<file path="src/rtl/ripple_carry_adder.sv">
// 8-bit ripple-carry adder: {E, F} = A + B + C, result registered.
// Define RIPPLECARRY_INREG_EN to also register A, B and C, for a latency of 2.

module rca_full_adder (
  input  logic a,
  input  logic b,
  input  logic ci,
  output logic s,
  output logic co
);

  logic p;

  assign p  = a ^ b;
  assign s  = p ^ ci;
  assign co = (a & b) | (ci & p);

endmodule

module ripple_carry_adder (
  output logic       E,
  output logic [7:0] F,
  input  logic [7:0] A,
  input  logic [7:0] B,
  input  logic       C,
  input  logic       clk,
  input  logic       rst_n
);

  localparam int unsigned W = 8;

  logic [W-1:0] op_a;
  logic [W-1:0] op_b;
  logic         op_c;
  logic [W:0]   carry;
  logic [W-1:0] sum_c;

`ifdef RIPPLECARRY_INREG_EN
  // Operand registers in front of the carry chain
  always_ff @(posedge clk or negedge rst_n) begin
    if (!rst_n) begin
      op_a <= '0;
      op_b <= '0;
      op_c <= 1'b0;
    end else begin
      op_a <= A;
      op_b <= B;
      op_c <= C;
    end
  end
`else
  assign op_a = A;
  assign op_b = B;
  assign op_c = C;
`endif

  // Carry ripples from bit 0 to bit W-1; no lookahead
  assign carry[0] = op_c;

  for (genvar i = 0; i < W; i++) begin : g_cell
    rca_full_adder u_fa (
      .a  (op_a[i]),
      .b  (op_b[i]),
      .ci (carry[i]),
      .s  (sum_c[i]),
      .co (carry[i+1])
    );
  end

  // Result register
  always_ff @(posedge clk or negedge rst_n) begin
    if (!rst_n) begin
      F <= '0;
      E <= 1'b0;
    end else begin
      F <= sum_c;
      E <= carry[W];
    end
  end

endmodule

</file>
<file path="config.mk">
export PLATFORM = sky130hd
export DESIGN_NAME = ripple_carry_adder
export DESIGN_NICKNAME = d
export VERILOG_FILES = /design/src/rtl/ripple_carry_adder.sv
export SDC_FILE = /design/constraint.sdc
export NUM_CORES = 1
export LEC_CHECK = 0
export CORE_MARGIN = 2
export CORE_UTILIZATION = 32
export CTS_BUF_LIST = sky130_fd_sc_hd__clkbuf_8
export DETAILED_ROUTE_END_ITERATION = 8
export PLACE_DENSITY = 0.86
export SYNTH_ARGS = -nofsm -noshare
export SYNTH_HDL_FRONTEND = slang
export SYNTH_SLANG_ARGS = --single-unit
</file>
<file path="constraint.sdc">
create_clock -name clk -period 0.8 [get_ports clk]
set_input_delay 0.16 -clock clk [delete_from_list [all_inputs] [get_ports clk]]
set_output_delay 0.16 -clock clk [all_outputs]
set_load 0.03 [all_outputs]
</file>
# Word-level counts from Yosys, hierarchy flattened
# Cells that the tools add are included.
[totals]
regBits = 9
in_bits = 19
out_inout_bits = 9
word_cells = 42
[classes]
bitwise = 40
[op_table]
columns = ["cell", "n"]
rows = [
  ["$and 1x1->1", 16],
  ["$xor 1x1->1", 16],
  ["$or 1x1->1", 8],
]

# Logic depth before layout (Yosys ltp)
# Gate-level depths: netlist of run 1.
[depth]
ltp_word = 17
mapped_depth = 12
ltp_nobuf = 12

# Modules after synthesis
# A second synthesis of run 1 with hierarchy kept.
[hier_totals]
cells_unflattened = 17
area_unflattened_um2 = 385.4
[modules_own_cells]
columns = ["module", "instances", "cells_per_inst", "area_each_um2", "seq_area_each_um2"]
rows = [
  ["ripple_carry_adder", 1, 9, 225.2, 225.2],
  ["rca_full_adder", 8, 1, 20.0, 0.0],
]

# Least setup slack after synthesis of run 1
# OpenSTA, ideal clock, no wires.
[synth_path]
kind = "in2reg"
startpoint = "in A[0]"
endpoint = "reg F[7]"
setup_ps = 64
arrival_time_ps = 3172
t_required_ps = 736
setup_slack_ps = -2436
cell_stages = 12
path_buffers = 0
path_cell_list = "inv_1 -> fa_1 -> inv_1 -> fa_1 -> fa_1 -> fa_1 -> fa_1 -> fa_1 -> fa_1 -> inv_1 -> fa_1 -> inv_1"
[synth_between]
elab_chain_cells = 16
word_cells_on_any_way = 17
classes_between = "bitwise (17)"
[synth_lines]
columns = ["element", "line_no", "text"]
rows = [
  ["start: declaration", "23", "input logic [7:0] A,"],
  ["$xor 1x1->1", "14", "assign p = a ^ b;"],
  ["$and 1x1->1", "16", "assign co = (a & b) | (ci & p);"],
  ["$or 1x1->1 *", "16", ""],
  ["$and 1x1->1 *", "16", ""],
  ["$or 1x1->1 *", "16", ""],
  ["$and 1x1->1 *", "16", ""],
  ["$or 1x1->1 *", "16", ""],
  ["$and 1x1->1 *", "16", ""],
  ["$or 1x1->1 *", "16", ""],
  ["$and 1x1->1 *", "16", ""],
  ["$or 1x1->1 *", "16", ""],
  ["$and 1x1->1 *", "16", ""],
  ["$or 1x1->1 *", "16", ""],
  ["$and 1x1->1 *", "16", ""],
  ["$or 1x1->1 *", "16", ""],
  ["$xor 1x1->1 *", "15", "assign s = p ^ ci;"],
  ["net g_cell[7].u_fa.s", "8", "output logic s,"],
  ["end signal: assignment", "76", "F <= sum_c;"],
  ["end: declaration", "22", "output logic [7:0] F,"],
]
# The timed path passes the listed nets; every way through them passes the cells marked *.

# Worst setup path in the final report of run 1
[layout_path]
startpoint = "in C"
endpoint = "reg F[7]"
[layout_between]
elab_chain_cells = 15
[layout_lines]
columns = ["element", "line_no", "text"]
rows = [
  ["start: declaration", "25", "input logic C,"],
  ["$and 1x1->1", "16", ""],
  ["$or 1x1->1", "16", ""],
  ["$and 1x1->1", "16", ""],
  ["$or 1x1->1", "16", ""],
  ["$and 1x1->1", "16", ""],
  ["$or 1x1->1", "16", ""],
  ["$and 1x1->1", "16", ""],
  ["$or 1x1->1", "16", ""],
  ["$and 1x1->1", "16", ""],
  ["$or 1x1->1", "16", ""],
  ["$and 1x1->1", "16", ""],
  ["$or 1x1->1", "16", ""],
  ["$and 1x1->1", "16", ""],
  ["$or 1x1->1", "16", ""],
  ["$xor 1x1->1", "15", ""],
  ["net g_cell[7].u_fa.s", "8", ""],
]
# The timed path passes the listed nets, and every way through them passes these cells.

==> summary.txt, run 1 <==
Die
  • Core area: between 0.001 and 0.0015 sq mm
  • Starting Density: 33.3%
  • I/O pin total: 28
  • Die H: 40.4 microns
  • Num rows: 13
  • Die Area: about 0.0016 sq mm
  • Die W: between 40 and 50 microns

Logic synthesis
  • Synth top area cells: dfrtp_1, fa_1, inv_1
  • Part of the Yosys area used for sequential elements: a little over half
  • Syn_area_per_cell: about 16 sq um
  • Synthesized area: 423 sq um
  • Yosys top cell by area: dfrtp_1
  • #FFs+latches synth: 9
  • Synth warnings: 0
  • Distinct cell type count after synthesis: 3
  • Post-Syn Nets: between 50 and 60
  • Syn Inst Count: 27
  • Top-area cell type share of the netlist area: 53.3%

STA
  • RSZ-0062 raised after global routing: yes
  • Crit share post-route: 376%
  • Max-Slew Margin vs Limit: about three quarters
  • Max Freq: ~330 MHz
  • Worst Max-Slew Pin Slew: approximately 0.38 ns
  • Endpoints failing hold: 0
  • Setup TNS: -11.20 ns
  • Slew Viols, Final: 0
  • Minimum clock period: approximately 3.0 ns
  • Endpoints failing setup: 17
  • Setup WS post-layout: -2.21 ns

Critical path
  • Crit path capture type: register
  • Worst-path maximum fanout: 1
  • Arrival @ worst endpoint: ~3.2 ns
  • Crit-path leading delay family: adder cells
  • Slowest CP cell: fa_2
  • CP max stage delay: between 0.3 and 0.4 ns
  • CP Depth: 13
  • Req. time, crit path: around 0.97 ns
  • Crit path top cell by count: fa_2
  • Crit path kind: input port to register
  • Worst Path Buf+Inv: 5
  • Critical path launch point type: input port
  • CP cell instances: buf_6 -> inv_2 -> fa_2 -> inv_2 -> fa_2 -> fa_2 -> fa_2 -> fa_2 -> fa_2 -> fa_2 -> inv_2 -> fa_1 -> inv_1

Power and ir drop
  • VDD IR-drop max: just under 1 mV
  • P per Cell Area: between 2000 and 2500 mW/mm^2
  • Leak pwr: 0.372 nW
  • Total power: 1.67 mW

Routing
  • Final WL: 814 microns
  • Vias post-DR: 288
  • Initial DRC count: 2
  • DRC Markers: 0
  • DR WL/cell: between 10 and 15 microns
  • Vias per cell: approximately 3.9
  • Antenna viol nets, final: 0
  • Drt pass-1 iters: 2

Status
  • Failing checks: negative setup slack
  • Status: complete, but fails checks

Placement
  • GPL Wtd Cong: about 0.66
  • Port buffer count: 27
  • Post-DP HPWL: around 600 microns
  • Post-DP Area: approximately 720 sq um

Cells and area
  • Fill cells: between 90 and 100
  • Leading cell type in the layout, fill and taps excluded: clkdlybuf4s50_1
  • Finished Core Util: 64.0%
  • Register area: around 230 sq um
  • Area Overhead vs Synth: 92.0%
  • Layout Nets: 86
  • Post-route cell area: a little over 800 sq um
  • # diodes: 0
  • Multi-input logic area: roughly 180 sq um
  • Most frequent cells in the layout: clkdlybuf4s50_1, buf_6, dfrtp_1
  • Share of post-route cells with drive strength above 1: a little under half

Clock network
  • Clock Sinks: 9
  • Root buf cell: clkbuf_8
  • Clk pin slew, worst setup/hold paths: roughly 0.04 ns
  • H-tree depth: 1
  • Deepest clock path buffer count: 2
  • Num CTS Buffers: 3
  • Setup bufs post-CTS: 0
  • CTS tree: done

Global routing
  • Total grt overflow: 0
  • Vias in the first global route: around 260
  • Initial antenna violation count: 0
  • Largest net degree at the start of global routing: 10
  • Gr usage total: a little under an eighth
  • First-pass GRT wire length: between 1 and 1.5 mm

Min path
  • Worst hold path class: input port to asynchronous set/reset pin

Job
  • Maxcap violations: 0
[synthesized netlist by cell type]
| cell type | instances |
|---|---|
| dfrtp_1 | 9 |
| fa_1 | 8 |
| inv_1 | 10 |
[cell type report]
type                    instances  share of cell area, %
clock buffers                   3                   5.08
clock inverters                 1                  0.462
inverters                      10                   6.78
multi-input cells               8                   21.9
flip-flops and latches          9                   27.7
well taps                      15                   2.31
repair buffers                 27                   35.7
[through the flow]
stage / cells / setup WS (ns) / hold slack (ns)
after floorplan: 27 / -2.21 / -0.136
after global placement: 69 / -2.87 / 0.458
after detailed placement: 69 / -2.89 / 0.461
after CTS: 73 / -2.28 / 0.215
after global routing: 73 / -2.28 / 0.245
final: 73 / -2.21 / 0.213
[timing repair]
action                                  CTS  global route
resized for setup                        28             2
pin swaps                                 8             8
hold buffers                              0             0
endpoints found under the setup margin   18            17
[flip-flops by register name, summed over array words and instances (netlist names)]
signal  cells
E           1
F           8
[where the power goes]
part	total (mW)	internal, mW	switching, mW
Sequential	0.576	0.540	0.0365
Combinational	0.589	0.294	0.296
Clock	0.503	0.333	0.170
[metal layers]
metal / global-route usage [%] / up-vias / part of all wire (%)
li1: - / 132 / -
met1: 10.7 / 132 / 33
met2: 15.1 / 20 / 53
met3: 5.00 / 4 / 7.5
met4: 20.0 / 0 / 6.3
met5: 0 / - / 0
[cells by family after synthesis]
group	after synthesis	share of synthesized area (%)
DFF	9	53.3
adders and majority gates	8	37.9
buffers and inverters	10	8.88
[worst paths after layout]
check	from	endpoint
max	C	F[7]
min	rst_n	E
max in group asynchronous	rst_n	F[0]
min in group clk	B[0]	F[0]
(Power assumes the default switching activity.)
==> inputs of run 2 (changes only) <==
--- a/config.mk
+++ b/config.mk
@@ -9,4 +9,5 @@
 export CORE_UTILIZATION = 32
 export CTS_BUF_LIST = sky130_fd_sc_hd__clkbuf_8
+export CTS_CLUSTER_DIAMETER = 80
 export DETAILED_ROUTE_END_ITERATION = 8
 export PLACE_DENSITY = 0.86
==> constraint.sdc (replaced) <==
create_clock -name clk -period 0.8 [get_ports clk]
set_input_delay 0.16 -clock clk [delete_from_list [all_inputs] [get_ports clk]]
set_output_delay 0.16 -clock clk [all_outputs]
set_load 0.01 [all_outputs]
==> run 2 against run 1 <==
  * Largest power group is now sequential cells
  * Core utilization is 3.6 points lower
  * Largest cell class unchanged
  * Global-route usage is 0.26 points lower
  * Routed wire length is 9.1% lower
  * Non-clock buffer count stayed put
  * First-iteration DRC count is 100% lower
  * Critical path depth stayed put
  * Sequential cell count stayed put
  * Cell count stayed put
  * Clock-buffer cell count stayed put
  * The run still ends with negative setup slack left
  * Fmax is 2.1% higher
  * Setup slack better by 0.061 ns
==> summary.txt, run 2 (same netlist as run 1, synthesis figures left out) <==
Status
  • Status: complete, but fails checks
  • Failing checks: negative setup slack

Cells and area
  • Register area: roughly 230 sq um
  • Finished Core Util: roughly three fifths
  • Area Overhead vs Synth: 81.4%
  • Multi-input logic area: between 150 and 200 sq um
  • Layout Nets: 86
  • Post-route cell area: around 770 sq um
  • Most frequent cells in the layout: clkdlybuf4s50_1, dfrtp_1, fa_2, buf_2, inv_1
  • Largest Register: F
  • Fill cells: approximately 120
  • Share of post-route cells with drive strength above 1: about 47%
  • Leading cell type in the layout, fill and taps excluded: clkdlybuf4s50_1
  • Fin cells: 73
  • Largest regs: F: 8 flops, E: 1 flops
  • Max reg flops: 8
  • # diodes: 0

Global routing
  • Initial antenna violation count: 0
  • Gr usage total: between 10% and 20%
  • Vias in the first global route: 290
  • GR Util met3: under 10%
  • First-pass GRT wire length: between 1 and 1.5 mm
  • Largest net degree at the start of global routing: 10
  • Total grt overflow: 0
  • Grt peak-use layer: met2
  • GRT met2 Usage: between 10% and 20%
  • Met1 Usage GRT: a little under a tenth

Placement
  • GPL Wtd Cong: roughly 0.66
  • Place WS: -2.89 ns
  • Post-DP Area: ~750 sq um
  • Port buffer count: 27
  • Cells after DPL: between 60 and 70

STA
  • Endpoints failing hold: 0
  • Max Freq: 339 MHz
  • Minimum clock period: 2.95 ns
  • Crit share post-route: 369%
  • Slew Viols, Final: 0
  • Endpoints failing setup: 17
  • RSZ-0062 raised after global routing: yes
  • Max-Slew Margin vs Limit: roughly three quarters
  • Worst Max-Slew Pin Slew: 0.361 ns
  • Setup TNS: -10.60 ns
  • Setup WS post-layout: -2.15 ns

Clock network
  • Setup bufs post-CTS: 0
  • Root buf cell: clkbuf_8
  • Clk pin slew, worst setup/hold paths: roughly 0.04 ns
  • Num CTS Buffers: 3
  • H-tree depth: 1
  • Clock Sinks: 9
  • Deepest clock path buffer count: 2
  • CTS tree: done

Die
  • Num rows: 13
  • I/O pin total: 28
  • Core area: about 0.0013 sq mm
  • Starting Density: around a third
  • Die W: approximately 40 microns
  • Die Area: 0.00163 sq mm
  • Die H: ~40 microns

Critical path
  • Arrival @ worst endpoint: roughly 3.1 ns
  • Crit path capture type: register
  • Critical path launch point type: input port
  • Crit path kind: input port to register
  • Req. time, crit path: 0.97 ns
  • Worst-path maximum fanout: 1

Routing
  • DR WL/cell: 10.1 microns
  • Final WL: 740 microns
  • DRC Markers: 0
  • Antenna viol nets, final: 0
  • Drt pass-1 iters: 1
  • Vias post-DR: around 290
  • Initial DRC count: 0
  • Vias per cell: roughly 4.0

Power and ir drop
  • Leak pwr: ~0.36 nW
  • VDD IR-drop max: 0.680 mV
  • P per Cell Area: between 1500 and 2000 mW/mm^2

Job
  • Maxcap violations: 0

Min path
  • Worst hold path class: input port to asynchronous set/reset pin
run 2: cell counts in the layout (fill, tap and decap cells not counted):
Identical to the previous run, type by type.
run 2: through the flow:
step	total power [mW]	hold WS [ns]
after floorplan	0.704	-0.136
after global placement	0.998	0.457
after detailed placement	1.01	0.461
after CTS	1.43	0.225
after global routing	1.52	0.253
final	1.42	0.214
run 2: final timing paths:
kind	startpoint	to	depth (start not counted)	slack (ns)
worst max-delay path	A[0]	F[7]	13	-2.15
worst min-delay path	rst_n	F[7]	1	0.21
max in group asynchronous	rst_n	F[0]	1	0.32
min in group clk	C	F[0]	4	0.32
run 2: layout make-up:
type	instances	share of cell area, %
clock buffers	3	5.38
multi-input cells	8	23.2
inverters	10	7.50
clock inverters	1	0.489
well taps	15	2.45
repair buffers	27	31.6
flip-flops and latches	9	29.4
run 2: critical path, stage by stage:
cell	delay, ns
buf_8	0.11
inv_12	0.04
fa_2	0.18
inv_2	0.04
fa_2	0.33
fa_2	0.37
fa_2	0.34
fa_2	0.35
fa_2	0.35
fa_2	0.34
inv_2	0.06
fa_1	0.39
inv_1	0.06
run 2: timing repair:
item / CTS / global route
setup endpoints to repair: 18 / 17
hold buffers: 0 / 0
resized for setup: 56 / 4
pin swaps: 8 / 8
run 2: layer usage:
layer | vias up | part of all wire, %
met5 | - | 0
met4 | 0 | 3.6
met3 | 2 | 8.8
met2 | 18 | 58
met1 | 140 | 30
li1 | 132 | -
run 2: where the power goes:
group          switching, mW  internal [mW]  total, mW
registers             0.0197          0.538      0.558
clock network          0.152          0.332      0.484
logic                  0.166          0.211      0.377
total                  0.338           1.08       1.42
==> RTL change 1, RTL diff (settings of run 1) <==
The output `E` loses its register stage (`E` becomes a continuous assignment). Comments in the files are not updated.
--- a/src/rtl/ripple_carry_adder.sv
+++ b/src/rtl/ripple_carry_adder.sv
@@ -72,11 +72,11 @@
     if (!rst_n) begin
       F <= '0;
-      E <= 1'b0;
     end else begin
       F <= sum_c;
-      E <= carry[W];
     end
   end
 
+  assign E = carry[W];
+
 endmodule
 
Formal check against the unedited RTL: not equivalent (a bounded check fails within 4 cycles, from zero or initial values and one cycle with rst_n low).
==> RTL change 1 against run 1 <==
The run still ends with setup timing left. Total power fell by 5.1%. Design area fell by 3.2%. Worst setup slack got worse by 0.18 ns. Die area fell by 5.4%. Wire length fell by 2.6%. Area after synthesis fell by 5.9%. Clock power fell by 8.3%. Sequential cell count fell by 1. Largest cell class unchanged. Hold slack got worse by 0.013 ns. Highest routed layer unchanged.
==> RTL change 1: results (changes against run 1) <==
layout cell share with drive strength beyond 1 - 53.6% (+7.0 points)
Regs by FF count - F x8
slowest stage delay, CP - 0.35 ns (-0.04 ns)
DRT iter0 DRCs - 2 (unchanged)
Peak VDD IR - 0.657 mV (-32%)
first-pass GRT wire length - 1280 µm (+27%)
Worst-Margin Slew - 0.324 ns (-0.0509 ns)
Leak - 0.351 nW (-5.5%)
vias in the first global route - 352 (+38%)
Post-synth EDFFs - 0 (unchanged)
placement-stage cell area - 706 µm² (-2.6%)
largest net degree at the start of global routing - 9 (-1)
via count - 288 (unchanged)
Port Buffers - 27 (unchanged)
failing checks - setup timing
Mapped Nets - 53 (-1.9%)
share of synthesized registers carrying an async set or reset - 100% (unchanged)
Crit. Startpoint - A[0]
number of diodes - 0 (unchanged)
Top delay family on crit path - adder cells
Inserted Clock Buffers - 3 (unchanged)
critical path peak fanout - 1 (unchanged)
Final setup violation count - 16 (-1)
ys flop type - dfrtp_1
CP max stage cell - fa_2
register clock-pin slew on the reported worst setup and hold paths - 0.04 ns (about the same)
Seq/Total Area, Yosys - 50.3% (-2.9 points)
Ys Warns - 0 (unchanged)
number of post-CTS setup repair buffers - 0 (unchanged)
wire length per cell - 11.3 µm (+1.6%)
routability congestion estimate - 0.574 (-13%)
Worst EP arrival - 3.04 ns (-0.14 ns)
Synth top cells by count - inv_1, dfrtp_1, fa_1
Clock Path Buffers - 2 (unchanged)
post-synthesis cell type count - 3 (unchanged)
CTS root buf - clkbuf_8
initial antenna violation count - 0 (unchanged)
1st-pass router iterations - 2 (unchanged)
Total GRT Usage - 13.8% (+2.0 points)
cts hold-fix bufs - 0 (unchanged)
PostCTS Resize Cnt - 35 (+25%)
Setup WS post-layout - -2.40 ns (-0.185 ns)
nets@finish - 85 (-1.2%)
largest cells by area after synthesis - dfrtp_1, fa_1, inv_1
hold crit path type - input pin to async pin
hpwl dp - 749 µm (+25%)
sw frac - 30.1% (+0.042 points)
H-tree depth - 1 (unchanged)
outcome - finished with violations
==> RTL change 1: cell count changes after synthesis <==
cell | run 1 | this run
dfrtp_1 | 9 | 8
==> RTL change 1: layer usage <==
layer / up-vias / track usage (%) / wire length, µm
li1: 128 / - / -
met1: 136 / 12.8 / 230
met2: 22 / 24.6 / 473
met3: 2 / 2.84 / 73
met4: 0 / 12.9 / 17
met5: - / 0 / 0
==> RTL change 1: worst paths after layout <==
path	endpoint	slack (ns)	cells after the start
setup / recovery	E	-2.40	14
min in group clk	F[0]	0.32	4
hold / removal	F[0]	0.20	1
max in group asynchronous	F[5]	0.36	1
==> RTL change 1: logic make-up after synthesis <==
group | Yosys count | synth area share (%)
fa+ha+maj | 8 | 40.3
buf+inv | 10 | 9.43
flops | 8 | 50.3
==> RTL change 1: area by class of cell <==
class / instances / area, µm²
clock buffers: 3 / 41.3
fillers: 101 / 355
inverters: 10 / 60.1
multi-input cells: 8 / 180
flip-flops and latches: 8 / 200
well taps: 14 / 17.5
repair buffers: 27 / 287
==> RTL change 1: per-stage QoR <==
step                      hold WS, ns  util, %  worst slack [ns]  cells  TNS, ns
after floorplan                -0.136        -             -2.23     26   -10.82
after global placement          0.440     61.8             -3.32     67   -17.27
after detailed placement        0.444     61.8             -3.36     67   -17.50
after CTS                       0.207     68.6             -2.54     70   -11.90
after global routing            0.234     68.9             -2.47     70   -11.73
final                           0.200     68.9             -2.40     70   -11.25
==> RTL change 1: power groups by stage <==
stage / combinational, mW / clock (mW) / sequential (mW)
detailed placement: 0.560 / 0 / 0.515
global route: 0.655 / 0.496 / 0.528
floorplan: 0.111 / 0 / 0.671
finish: 0.601 / 0.461 / 0.522
global placement: 0.539 / 0 / 0.507
CTS: 0.613 / 0.475 / 0.526
==> RTL change 2, RTL diff (flow settings as in run 1) <==
Without the edit above. Add a define of `RIPPLECARRY_INREG_EN`.
--- a/src/rtl/ripple_carry_adder.sv
+++ b/src/rtl/ripple_carry_adder.sv
@@ -1,4 +1,6 @@
 // 8-bit ripple-carry adder: {E, F} = A + B + C, result registered.
 // Define RIPPLECARRY_INREG_EN to also register A, B and C, for a latency of 2.
+
+`define RIPPLECARRY_INREG_EN
 
 module rca_full_adder (
Formal check against the unedited RTL: not equivalent (a bounded check fails within 4 cycles, from zero or initial values and one cycle with rst_n low).
==> RTL change 2 against run 1 <==
The run still ends with setup timing left. Area after synthesis is 100% higher. Wire length is 64% higher. Worst setup slack worse by 0.29 ns. Clock power is 63% higher. Sequential cell count is 17 higher. Combinational power is 0.8% higher. Final cell count is 45% higher. Total power is 75% higher. Design area is 55% higher. Sequential share of layout area is 24 points higher.
==> RTL change 2: results (changes against run 1) <==
1st-pass router iterations - 2 (unchanged)
Regs by FF count - F x8, op_a x8, op_b x8
routability congestion estimate - 0.717 (+8.4%)
Setup WS post-layout - -2.50 ns (-0.293 ns)
Met3 Wirelength - 124 µm (+100%)
nets@finish - 104 (+21%)
filler cell count - 207 (+120%)
Total GRT Usage - 9.86% (-1.9 points)
met1 wire length - 412 µm (+53%)
vias in the first global route - 516 (+100%)
Vias/cell - 4.05 (+2.6%)
placement-stage cell area - 0.00117 mm² (+61%)
Synth top cells by count - dfrtp_1, inv_1, fa_1
Crit. Startpoint - op_c
CP max stage cell - dfrtp_1
wire length per cell - 12.6 µm (+13%)
Worst EP arrival - 3.52 ns (+0.34 ns)
Seq/Total Area, Yosys - 76.7% (+23 points)
largest cells by area after synthesis - dfrtp_1, fa_1, inv_1
register clock-pin slew on the reported worst setup and hold paths - 0.08 ns (+0.04 ns)
failing checks - setup timing
switching power - 741 µW (+48%)
hpwl dp - 1070 µm (+78%)
Mapped Nets - 71 (+31%)
outcome - finished with violations
metal2 WL - 778 µm (+81%)
Leak - 0.569 nW (+53%)
layout cell share with drive strength beyond 1 - 30.3% (-16 points)
largest net degree at the start of global routing - 27 (+17)
Peak VDD IR - 1.70 mV (+75%)
DRT iter0 DRCs - 1 (-1)
Final setup violation count - 18 (+1)
first-pass GRT wire length - 2210 µm (+120%)
Synth Area in Adders - 18.9% (-19 points)
RTL change 2: changes by cell type after synthesis:
cell | before | now
dfrtp_1 | 9 | 26
RTL change 2: power by group through the flow:
stage          clock (mW)  combinational (mW)  sequential (mW)
2_1_floorplan           0              0.0832             1.68
3_3_place_gp            0               0.525             1.51
3_5_place_dp            0               0.557             1.52
4_1_cts             0.859               0.609             1.51
5_1_grt             0.906               0.640             1.51
6_report            0.820               0.594             1.50
RTL change 2: final timing paths:
path	slack (ns)	end
max	-2.50	F[7]
min	0.25	F[2]
max reg2reg	-2.50	F[7]
min reg2reg	0.58	F[2]
max in group asynchronous	0.40	op_b[0]
min in group clk	0.32	op_a[7]
RTL change 2: worst register-to-register path: cells and delay by family (launching register included):
family	cells	cell delay, ns
buffers and inverters	4	0.23
adders and majority gates	8	2.64
DFF	1	0.39
RTL change 2: metrics by stage:
step / setup TNS [ns] / hold WS (ns) / utilization, % / worst slack [ns] / std cells
6_report: -14.45 / 0.254 / 50.3 / -2.50 / 106
5_1_grt: -15.32 / 0.255 / 50.3 / -2.62 / 106
4_1_cts: -14.64 / 0.249 / 50.3 / -2.53 / 106
3_5_place_dp: -13.23 / 0.537 / 46.7 / -2.53 / 102
3_3_place_gp: -12.85 / 0.529 / 46.7 / -2.47 / 102
2_1_floorplan: -12.51 / -0.136 / - / -2.42 / 44
RTL change 2: per-layer routing:
| metal | up-vias | track usage (%) |
|---|---|---|
| met4 | 0 | 3.14 |
| met3 | 4 | 5.62 |
| met2 | 22 | 18.9 |
| li1 | 185 | - |
| met1 | 218 | 8.28 |
| met5 | - | 0 |
RTL change 2: cell type report:
class                           instances  area share [%]
Clock buffer                            4            4.38
Inverter                               10            2.99
Multi-Input combinational cell          8            13.9
Sequential cell                        26            51.7
Tap cell                               30            2.99
Timing Repair Buffer                   28            24.0
